### src/rtl/idiv_unit.sv
// idiv_unit -- iterative radix-2 restoring divider for execution pipe 2.
//
// Executes one RV32M DIV/DIVU/REM/REMU at a time. The unit raises an early
// CTB wakeup exactly one cycle before the result is presented.
//
// Ports
//   clock, reset_n        clock and asynchronous active-low reset
//   flush                 synchronous kill of the in-flight operation
//   in_valid, in_op       issue strobe and opcode (0 DIV, 1 DIVU, 2 REM, 3 REMU)
//   in_rs1_data           dividend
//   in_rs2_data           divisor
//   in_rd_index           destination physical register
//   in_rd_valid           operation writes a register
//   busy                  unit occupied (feeds the issue queue's ex_busy)
//   ctb_valid             early wakeup pulse
//   ctb_prf_int_index     wakeup tag
//   out_valid, out_data   result strobe and quotient/remainder
//   out_rd_index          destination of the result
//   out_rd_valid          result must be written back
//
// state   | meaning
// --------+-----------------------------------------------------------
// IDLE    | free, waiting for in_valid
// CALC    | one restoring step per cycle, count 0..XLEN-1
// SPECIAL | divide-by-zero or signed overflow, result already latched
// DONE    | result presented on out_*

`ifndef PRF_INT_INDEX_SIZE
`define PRF_INT_INDEX_SIZE 7
`endif

module idiv_unit #(
    parameter int XLEN      = 32,
    parameter int PRF_IDX_W = `PRF_INT_INDEX_SIZE
) (
    input  logic                 clock,
    input  logic                 reset_n,
    input  logic                 flush,
    input  logic                 in_valid,
    input  logic [1:0]           in_op,
    input  logic [XLEN-1:0]      in_rs1_data,
    input  logic [XLEN-1:0]      in_rs2_data,
    input  logic [PRF_IDX_W-1:0] in_rd_index,
    input  logic                 in_rd_valid,
    output logic                 busy,
    output logic                 ctb_valid,
    output logic [PRF_IDX_W-1:0] ctb_prf_int_index,
    output logic                 out_valid,
    output logic [XLEN-1:0]      out_data,
    output logic [PRF_IDX_W-1:0] out_rd_index,
    output logic                 out_rd_valid
);

    typedef enum logic [1:0] {
        S_IDLE    = 2'd0,
        S_CALC    = 2'd1,
        S_SPECIAL = 2'd2,
        S_DONE    = 2'd3
    } state_t;

    localparam int                CNT_W    = $clog2(XLEN);
    localparam logic [CNT_W-1:0]  LAST_CNT = CNT_W'(XLEN - 1);
    localparam logic [XLEN-1:0]   MIN_NEG  = {1'b1, {(XLEN-1){1'b0}}};

    state_t                 r_state;
    state_t                 w_state_nxt;

    logic [CNT_W-1:0]       r_cnt;
    logic [XLEN-1:0]        r_quo;
    logic [XLEN-1:0]        r_rem;
    logic [XLEN-1:0]        r_dvsr;
    logic                   r_is_rem;
    logic                   r_neg_q;
    logic                   r_neg_r;
    logic [PRF_IDX_W-1:0]   r_rd_index;
    logic                   r_rd_valid;

    logic                   w_start;
    logic                   w_signed;
    logic                   w_rs1_neg;
    logic                   w_rs2_neg;
    logic                   w_div_zero;
    logic                   w_ovf;
    logic                   w_special;
    logic [XLEN-1:0]        w_rs1_mag;
    logic [XLEN-1:0]        w_rs2_mag;
    logic                   w_last;
    logic [XLEN:0]          w_shift_rem;
    logic [XLEN:0]          w_diff;
    logic                   w_no_borrow;
    logic [XLEN-1:0]        w_quo_fix;
    logic [XLEN-1:0]        w_rem_fix;

    // ---------------- issue decode ----------------
    assign w_start    = (r_state == S_IDLE) & in_valid & ~flush;
    assign w_signed   = ~in_op[0];
    assign w_rs1_neg  = w_signed & in_rs1_data[XLEN-1];
    assign w_rs2_neg  = w_signed & in_rs2_data[XLEN-1];
    assign w_div_zero = (in_rs2_data == '0);
    assign w_ovf      = w_signed & (in_rs1_data == MIN_NEG) & (in_rs2_data == '1);
    assign w_special  = w_div_zero | w_ovf;
    // Two's-complement negation of MIN_NEG yields MIN_NEG, which is the exact
    // unsigned magnitude, so no extra width is needed.
    assign w_rs1_mag  = w_rs1_neg ? (-in_rs1_data) : in_rs1_data;
    assign w_rs2_mag  = w_rs2_neg ? (-in_rs2_data) : in_rs2_data;

    // ---------------- restoring step ----------------
    assign w_last      = (r_cnt == LAST_CNT);
    // The partial remainder is always below the divisor, so one extra bit is
    // enough to hold it after the shift.
    assign w_shift_rem = {r_rem, r_quo[XLEN-1]};
    assign w_diff      = w_shift_rem - {1'b0, r_dvsr};
    assign w_no_borrow = ~w_diff[XLEN];

    // ---------------- FSM ----------------
    always_ff @(posedge clock or negedge reset_n) begin
        if (!reset_n) begin
            r_state <= S_IDLE;
        end else begin
            r_state <= w_state_nxt;
        end
    end

    always_comb begin
        w_state_nxt = r_state;
        if (flush) begin
            w_state_nxt = S_IDLE;
        end else begin
            case (r_state)
                S_IDLE: begin
                    if (in_valid) begin
                        w_state_nxt = w_special ? S_SPECIAL : S_CALC;
                    end
                end
                S_CALC: begin
                    if (w_last) begin
                        w_state_nxt = S_DONE;
                    end
                end
                S_SPECIAL: w_state_nxt = S_DONE;
                S_DONE:    w_state_nxt = S_IDLE;
                default:   w_state_nxt = S_IDLE;
            endcase
        end
    end

    // ---------------- datapath ----------------
    always_ff @(posedge clock or negedge reset_n) begin
        if (!reset_n) begin
            r_cnt      <= '0;
            r_quo      <= '0;
            r_rem      <= '0;
            r_dvsr     <= '0;
            r_is_rem   <= 1'b0;
            r_neg_q    <= 1'b0;
            r_neg_r    <= 1'b0;
            r_rd_index <= '0;
            r_rd_valid <= 1'b0;
        end else if (w_start) begin
            r_cnt      <= '0;
            r_is_rem   <= in_op[1];
            r_rd_index <= in_rd_index;
            r_rd_valid <= in_rd_valid;
            r_dvsr     <= w_rs2_mag;
            // Special results are final as latched; clearing the sign flags
            // makes them pass through the fixup unchanged.
            r_neg_q    <= w_special ? 1'b0 : (w_rs1_neg ^ w_rs2_neg);
            r_neg_r    <= w_special ? 1'b0 : w_rs1_neg;
            if (w_div_zero) begin
                r_quo <= '1;
                r_rem <= in_rs1_data;
            end else if (w_ovf) begin
                r_quo <= MIN_NEG;
                r_rem <= '0;
            end else begin
                r_quo <= w_rs1_mag;
                r_rem <= '0;
            end
        end else if ((r_state == S_CALC) && !flush) begin
            r_cnt <= r_cnt + 1'b1;
            r_quo <= {r_quo[XLEN-2:0], w_no_borrow};
            r_rem <= w_no_borrow ? w_diff[XLEN-1:0] : w_shift_rem[XLEN-1:0];
        end
    end

    // ---------------- outputs (decodes of registered state) ----------------
    assign w_quo_fix = r_neg_q ? (-r_quo) : r_quo;
    assign w_rem_fix = r_neg_r ? (-r_rem) : r_rem;

    assign busy              = (r_state != S_IDLE);
    assign ctb_valid         = r_rd_valid &
                               (((r_state == S_CALC) & w_last) | (r_state == S_SPECIAL));
    assign ctb_prf_int_index = ctb_valid ? r_rd_index : '0;
    assign out_valid         = (r_state == S_DONE);
    assign out_data          = out_valid ? (r_is_rem ? w_rem_fix : w_quo_fix) : '0;
    assign out_rd_index      = out_valid ? r_rd_index : '0;
    assign out_rd_valid      = out_valid & r_rd_valid;

endmodule

### config.mk
export PLATFORM = sky130hd
export DESIGN_NAME = idiv_unit
export DESIGN_NICKNAME = d
export VERILOG_FILES = /design/src/rtl/idiv_unit.sv
export SDC_FILE = /design/constraint.sdc
export NUM_CORES = 1
export LEC_CHECK = 0
export CAP_MARGIN = 30
export CORE_ASPECT_RATIO = 0.7
export CORE_MARGIN = 5
export CORE_UTILIZATION = 58
export DETAILED_ROUTE_END_ITERATION = 6
export GPL_TIMING_DRIVEN = 0
export PLACE_DENSITY_LB_ADDON = 0.08
export RECOVER_POWER = 100
export SLEW_MARGIN = 15
export SYNTH_ARGS = -nofsm -noshare
export SYNTH_HDL_FRONTEND = slang
export SYNTH_SLANG_ARGS = --single-unit
### constraint.sdc
create_clock -name clock -period 3.83 [get_ports clock]
set_input_delay 0.766 -clock clock [delete_from_list [all_inputs] [get_ports clock]]
set_output_delay 0.766 -clock clock [all_outputs]
set_load 0.03 [all_outputs]
Yosys cells after proc, flatten, opt, wreduce, memory -nomap -nowiden

Index checks and enable logic that the tools add are counted.

Bits in registers: 114
Output and inout bits: 50

Add/sub/neg operators: 6
Equality and inequality tests: 8
Muxes and demuxes: 25
Bitwise operators: 15
Reduce and logical (&&, ||, !) cells: 7

Operator list:

| kind                                           | count |
|---|---|
| 2-to-1 mux 32 bit                              | 14 |
| negation 32 bit                                | 4 |
| == test 32 bit (second input constant)         | 2 |
| subtractor 33 x 32 -> 33 bit                   | 1 |
| zero test 32 bit                               | 1 |
| 2-to-1 mux 7 bit                               | 2 |
| 2-to-1 mux 5 bit                               | 2 |
| AND 1 bit                                      | 9 |
| 2-to-1 mux 2 bit                               | 4 |
| case mux 2 bit (4 select lines)                | 1 |
| inequality test 3 bit (second input constant)  | 2 |
| adder 5 x 1 -> 5 bit (second input constant)   | 1 |
| == test 5 bit (second input constant)          | 1 |
| == test 2 bit (second input constant)          | 2 |
| nonzero test 2 bit                             | 2 |
| NOT 1 bit                                      | 3 |
| == test 2 x 1 -> 1 bit (second input constant) | 1 |
| zero test 2 bit                                | 1 |
| 2-to-1 mux 1 bit                               | 2 |
| OR 1 bit                                       | 2 |
| AND reduction 2 bit                            | 1 |
| logical AND 1 bit                              | 1 |
| zero test 1 bit                                | 1 |
| bitwise XOR 1 bit                              | 1 |

Longest topological paths before layout

Depth in word-level cells: 8
Gate-level depth with buffers: 13
Mapped depth without buffers: 11

Least setup slack after synthesis

No wires, ideal clock.

Kind: register -> output
Start: register r_rem[2]
End: output out_data[28]
Arrival time: 2.636 ns
Setup slack: 0.428 ns
Stages on the path, launching flop included: 9
Path buffers: 1
Path through: dfrtp_1 -> buf_6 -> or3_1 -> nor4b_4 -> nand4_1 -> or4_4 -> o31ai_2 -> xor2_1 -> o22ai_1

Longest elaborated chain between the ends: 4

Ends and longest elaborated chain:

| what                           | RTL line | source |
|---|---|---|
| start: declaration             | 70       | `logic [XLEN-1:0] r_rem;` |
| start signal: assignment       | 171      | `r_rem <= in_rs1_data;` |
| start signal: assignment       | 182      | `r_rem <= w_no_borrow ? w_diff[XLEN-1:0] : w_shift_rem[XLEN-1:0];` |
| negation 32 bit                | 188      | `assign w_rem_fix = r_neg_r ? (-r_rem) : r_rem;` |
| 2-to-1 mux 32 bit              | 188      |  |
| 2-to-1 mux 32 bit (2 in a row) | 195      | `assign out_data = out_valid ? (r_is_rem ? w_rem_fix : w_quo_fix) : '0;` |
| end: declaration               | 49       | `output logic [XLEN-1:0] out_data,` |

No other way between the ends.

Worst setup path in the final report

Start: register r_rem[7]
End: output out_data[31]

The elaborated chain is that of the path after synthesis.

==> results.json <==
{
  "violations": "max-capacitance violations, max-slew violations, negative setup slack",
  "post-route-drc-count": 0,
  "cp_slowest_cell": "or4_4",
  "required_ps": 3060,
  "cp-end-kind": "primary output",
  "core_area_um2": 18100,
  "critPathLaunchType": "flip-flop",
  "criticalPathCategory": "flip-flop to primary output",
  "maxClockFrequency_mhz": 248,
  "min-delay-start": "r_dvsr[27]",
  "die_area_um2": 21400,
  "first_global_vias": 10900,
  "synth_nets": 1489,
  "drv_slew": 56,
  "ios": 128,
  "p_total_mw": 11.5,
  "ys.flop_type": "dfrtp_1",
  "setup_viol": 28,
  "rsz0062_at_grt": "true",
  "slew-limit-headroom_pct": -115,
  "cpPeakStageDelay_ps": 510,
  "p_per_area_nw_per_um2": 879,
  "grt_max_degree": 60,
  "min_path_cells": 2,
  "cts_buffers": 17,
  "cp.buffers_inverters": 2,
  "ys_async_sr_fraction_pct": 100,
  "yosysWarnings": 0,
  "wl_mm": 39.6,
  "clkTransAtPathRegs_ps": 60,
  "cts_sinks": 114,
  "worst_pin_slew_ps": 3230,
  "finalNonFillerCells": 1773,
  "vias": 11800,
  "netlist_instances": 1367,
  "antenna_found_initial": 2,
  "hold_viol_final": 0,
  "grtUsageTotal_pct": 36.4,
  "ant_nets": 0,
  "cap_violations": 1,
  "antenna_cells": 0,
  "timing.final.ws_setup_ps": -196,
  "reg2reg_to": "r_rem[28]",
  "initial_core_util_pct": 59.4,
  "die_width_um": 173,
  "fin_setup_tns_ps": -1470,
  "synth_area_um2": 10800,
  "hold_slack_ps": 485,
  "ys_seq_elements": 114,
  "synth_edf_count": 0,
  "status": "finished, violations left",
  "grt_overflow": 0,
  "post-route-period-util_pct": 105,
  "cts-htree-levels": 4,
  "skew_ps": 11.9,
  "arrival_ps": 3260,
  "multi_input_area_um2": 7420,
  "min_period_ps": 4030,
  "utilization_pct": 72.3,
  "avgSynthCellArea_um2": 7.87,
  "layout-drive-gt1-share_pct": 8.78,
  "placed_area_um2": 12300,
  "yosys.cell_types.count": 82,
  "viasPerCell": 6.65,
  "rows": 41,
  "areaGrowthSynthToFinish_pct": 21.8,
  "crit_family": "simple AND/OR/NAND/NOR gates",
  "hold_end": "r_dvsr[27]",
  "dr.pass1.iters": 6,
  "gp_congestion": 1.01,
  "grt_pass1_wl_mm": 61.2,
  "irDropWorstVdd_uv": 669,
  "portBuffers": 127,
  "fp.dieH_um": 124,
  "dp_hpwl_mm": 30.6,
  "crit_path_cell_trace": "nor3_1, nor4b_4, buf_4, nand4_2, or4_4, o41ai_4, xor2_1, nand2_1, o211a_1, buf_2",
  "drtIter0Drc": 1585,
  "regArea_um2": 2860,
  "p_leak_nw": 5.67,
  "clock_path_buffers": 2,
  "placed_cells": 1731,
  "cts_tree": "yes",
  "stdcell_area_um2": 13100,
  "hp-class": "flip-flop to flip-flop",
  "r2r_start": "r_quo[31]",
  "clk_latency_ps": 430,
  "n_fill_cell": 1493,
  "ys_seq_area_share_pct": 26.5,
  "cts_root_buffer": "clkbuf_16",
  "r2r_cells": 12,
  "path_max_fanout": 5,
  "r2r_slack_ps": -40,
  "post-place-ws_ps": -262,
  "wl_per_cell_um": 22.3,
  "fin_nets": 1646
}
what timing repair did:
action / in CTS / in global routing
buffers inserted: 9 / 2
pin swaps: 8 / 8
gates resized for setup: 69 / 36
hold buffers: 0 / 0
endpoints found under the setup margin: 22 / 20
synth_stat cells, types with 7 or more instances:
| cell | count | area, um^2 |
|---|---|---|
| nor3_1 | 31 | 155 |
| or4_1 | 7 | 52.6 |
| a31oi_1 | 13 | 81.3 |
| o211a_1 | 22 | 220 |
| a21oi_1 | 96 | 480 |
| o31ai_1 | 25 | 188 |
| xnor2_1 | 76 | 666 |
| and3_1 | 11 | 68.8 |
| buf_6 | 8 | 90.1 |
| and2_1 | 20 | 125 |
| nand2b_1 | 20 | 125 |
| clkbuf_1 | 52 | 195 |
| nor2b_1 | 10 | 62.6 |
| buf_2 | 8 | 40.0 |
| ha_1 | 43 | 538 |
| nor2_1 | 76 | 285 |
| or3_1 | 17 | 106 |
| nand4_1 | 14 | 87.6 |
| xor2_1 | 61 | 534 |
| o41ai_1 | 11 | 96.3 |
| nand2_1 | 185 | 694 |
| dfrtp_1 | 114 | 2850 |
| a22o_1 | 7 | 61.3 |
| a211oi_1 | 12 | 90.1 |
| a22oi_1 | 18 | 135 |
| a21o_1 | 11 | 82.6 |
| nand3_1 | 26 | 130 |
| mux2i_1 | 32 | 320 |
| a32oi_1 | 9 | 78.8 |
| o21ai_0 | 148 | 741 |
| inv_1 | 62 | 233 |
cells in the final DEF (no fill, tap or decap), drive strengths merged, types with 8 or more instances in the layout:
cell             n
o31ai           27
o21ai          155
a21oi           97
nand3           27
nor4            10
nor3            34
a22oi           18
clkdlybuf4s50   75
or3             18
a211oi          13
xnor2           76
and3            11
buf             36
nor2b           10
a21o            11
o41ai           15
a32oi            9
nand2          185
or4             12
mux2i           32
nand4           16
o211a           22
ha              43
a31oi           13
inv             65
xor2            61
nor2            76
clkbuf          82
dlygate4sd2      8
and2            20
dlygate4sd3     30
nand2b          20
dfrtp          114
routing by layer:
layer,wire [um],vias up,GRT usage (%)
met3,5920,153,15.0
met5,91,-,2.08
met4,1540,6,12.5
li1,-,5258,-
met1,16400,5520,50.4
met2,15700,852,51.4
how the worst max path moves through the flow:
stage,start,end,slack [ps],depth (start not counted)
floorplan,r_rem[2],out_data[28],430,8
CTS,r_rem[2],out_data[28],-210,10
global route,r_rem[2],out_data[31],-290,10
global placement,reset_n,r_quo[7],-2720,1
finish,r_rem[7],out_data[31],-200,10
detailed placement,in_rs1_data[4],r_quo[17],-260,9
registers in the layout, indices dropped and copies added (netlist names):
name	count
r_cnt	5
r_dvsr	32
r_is_rem	1
r_neg_q	1
r_neg_r	1
r_quo	32
r_rd_index	7
r_rd_valid	1
r_rem	32
r_state	2
power by group:
part / internal, mW / total, mW / switching (mW)
clock network: 0.962 / 1.62 / 0.654
registers: 1.75 / 2.58 / 0.825
logic: 2.84 / 7.32 / 4.48
logic make-up after synthesis:
group	count (synthesis)	share of synthesized area, %
flops	114	26.5
buf+inv	141	5.72
xor+xnor	137	11.2
mux	37	3.50
fa+ha+maj	44	5.19
simple gates	460	21.6
compound gates	434	26.3
tightest hold or removal path: stages, from the launching register on:
cell and delay, ps:
dfrtp_1 340, nand2_1 50, o21ai_0 60
cell type report:
type | instances | share of cell area [%]
multi-input cells | 1112 | 56.7
flip-flops and latches | 114 | 21.8
repair buffers | 139 | 10.2
clock buffers | 17 | 3.25
plain buffers | 78 | 2.80
well taps | 236 | 2.26
inverters | 62 | 1.78
clock inverters | 15 | 1.21
No activity file was read; power rests on OpenSTA's default activity.
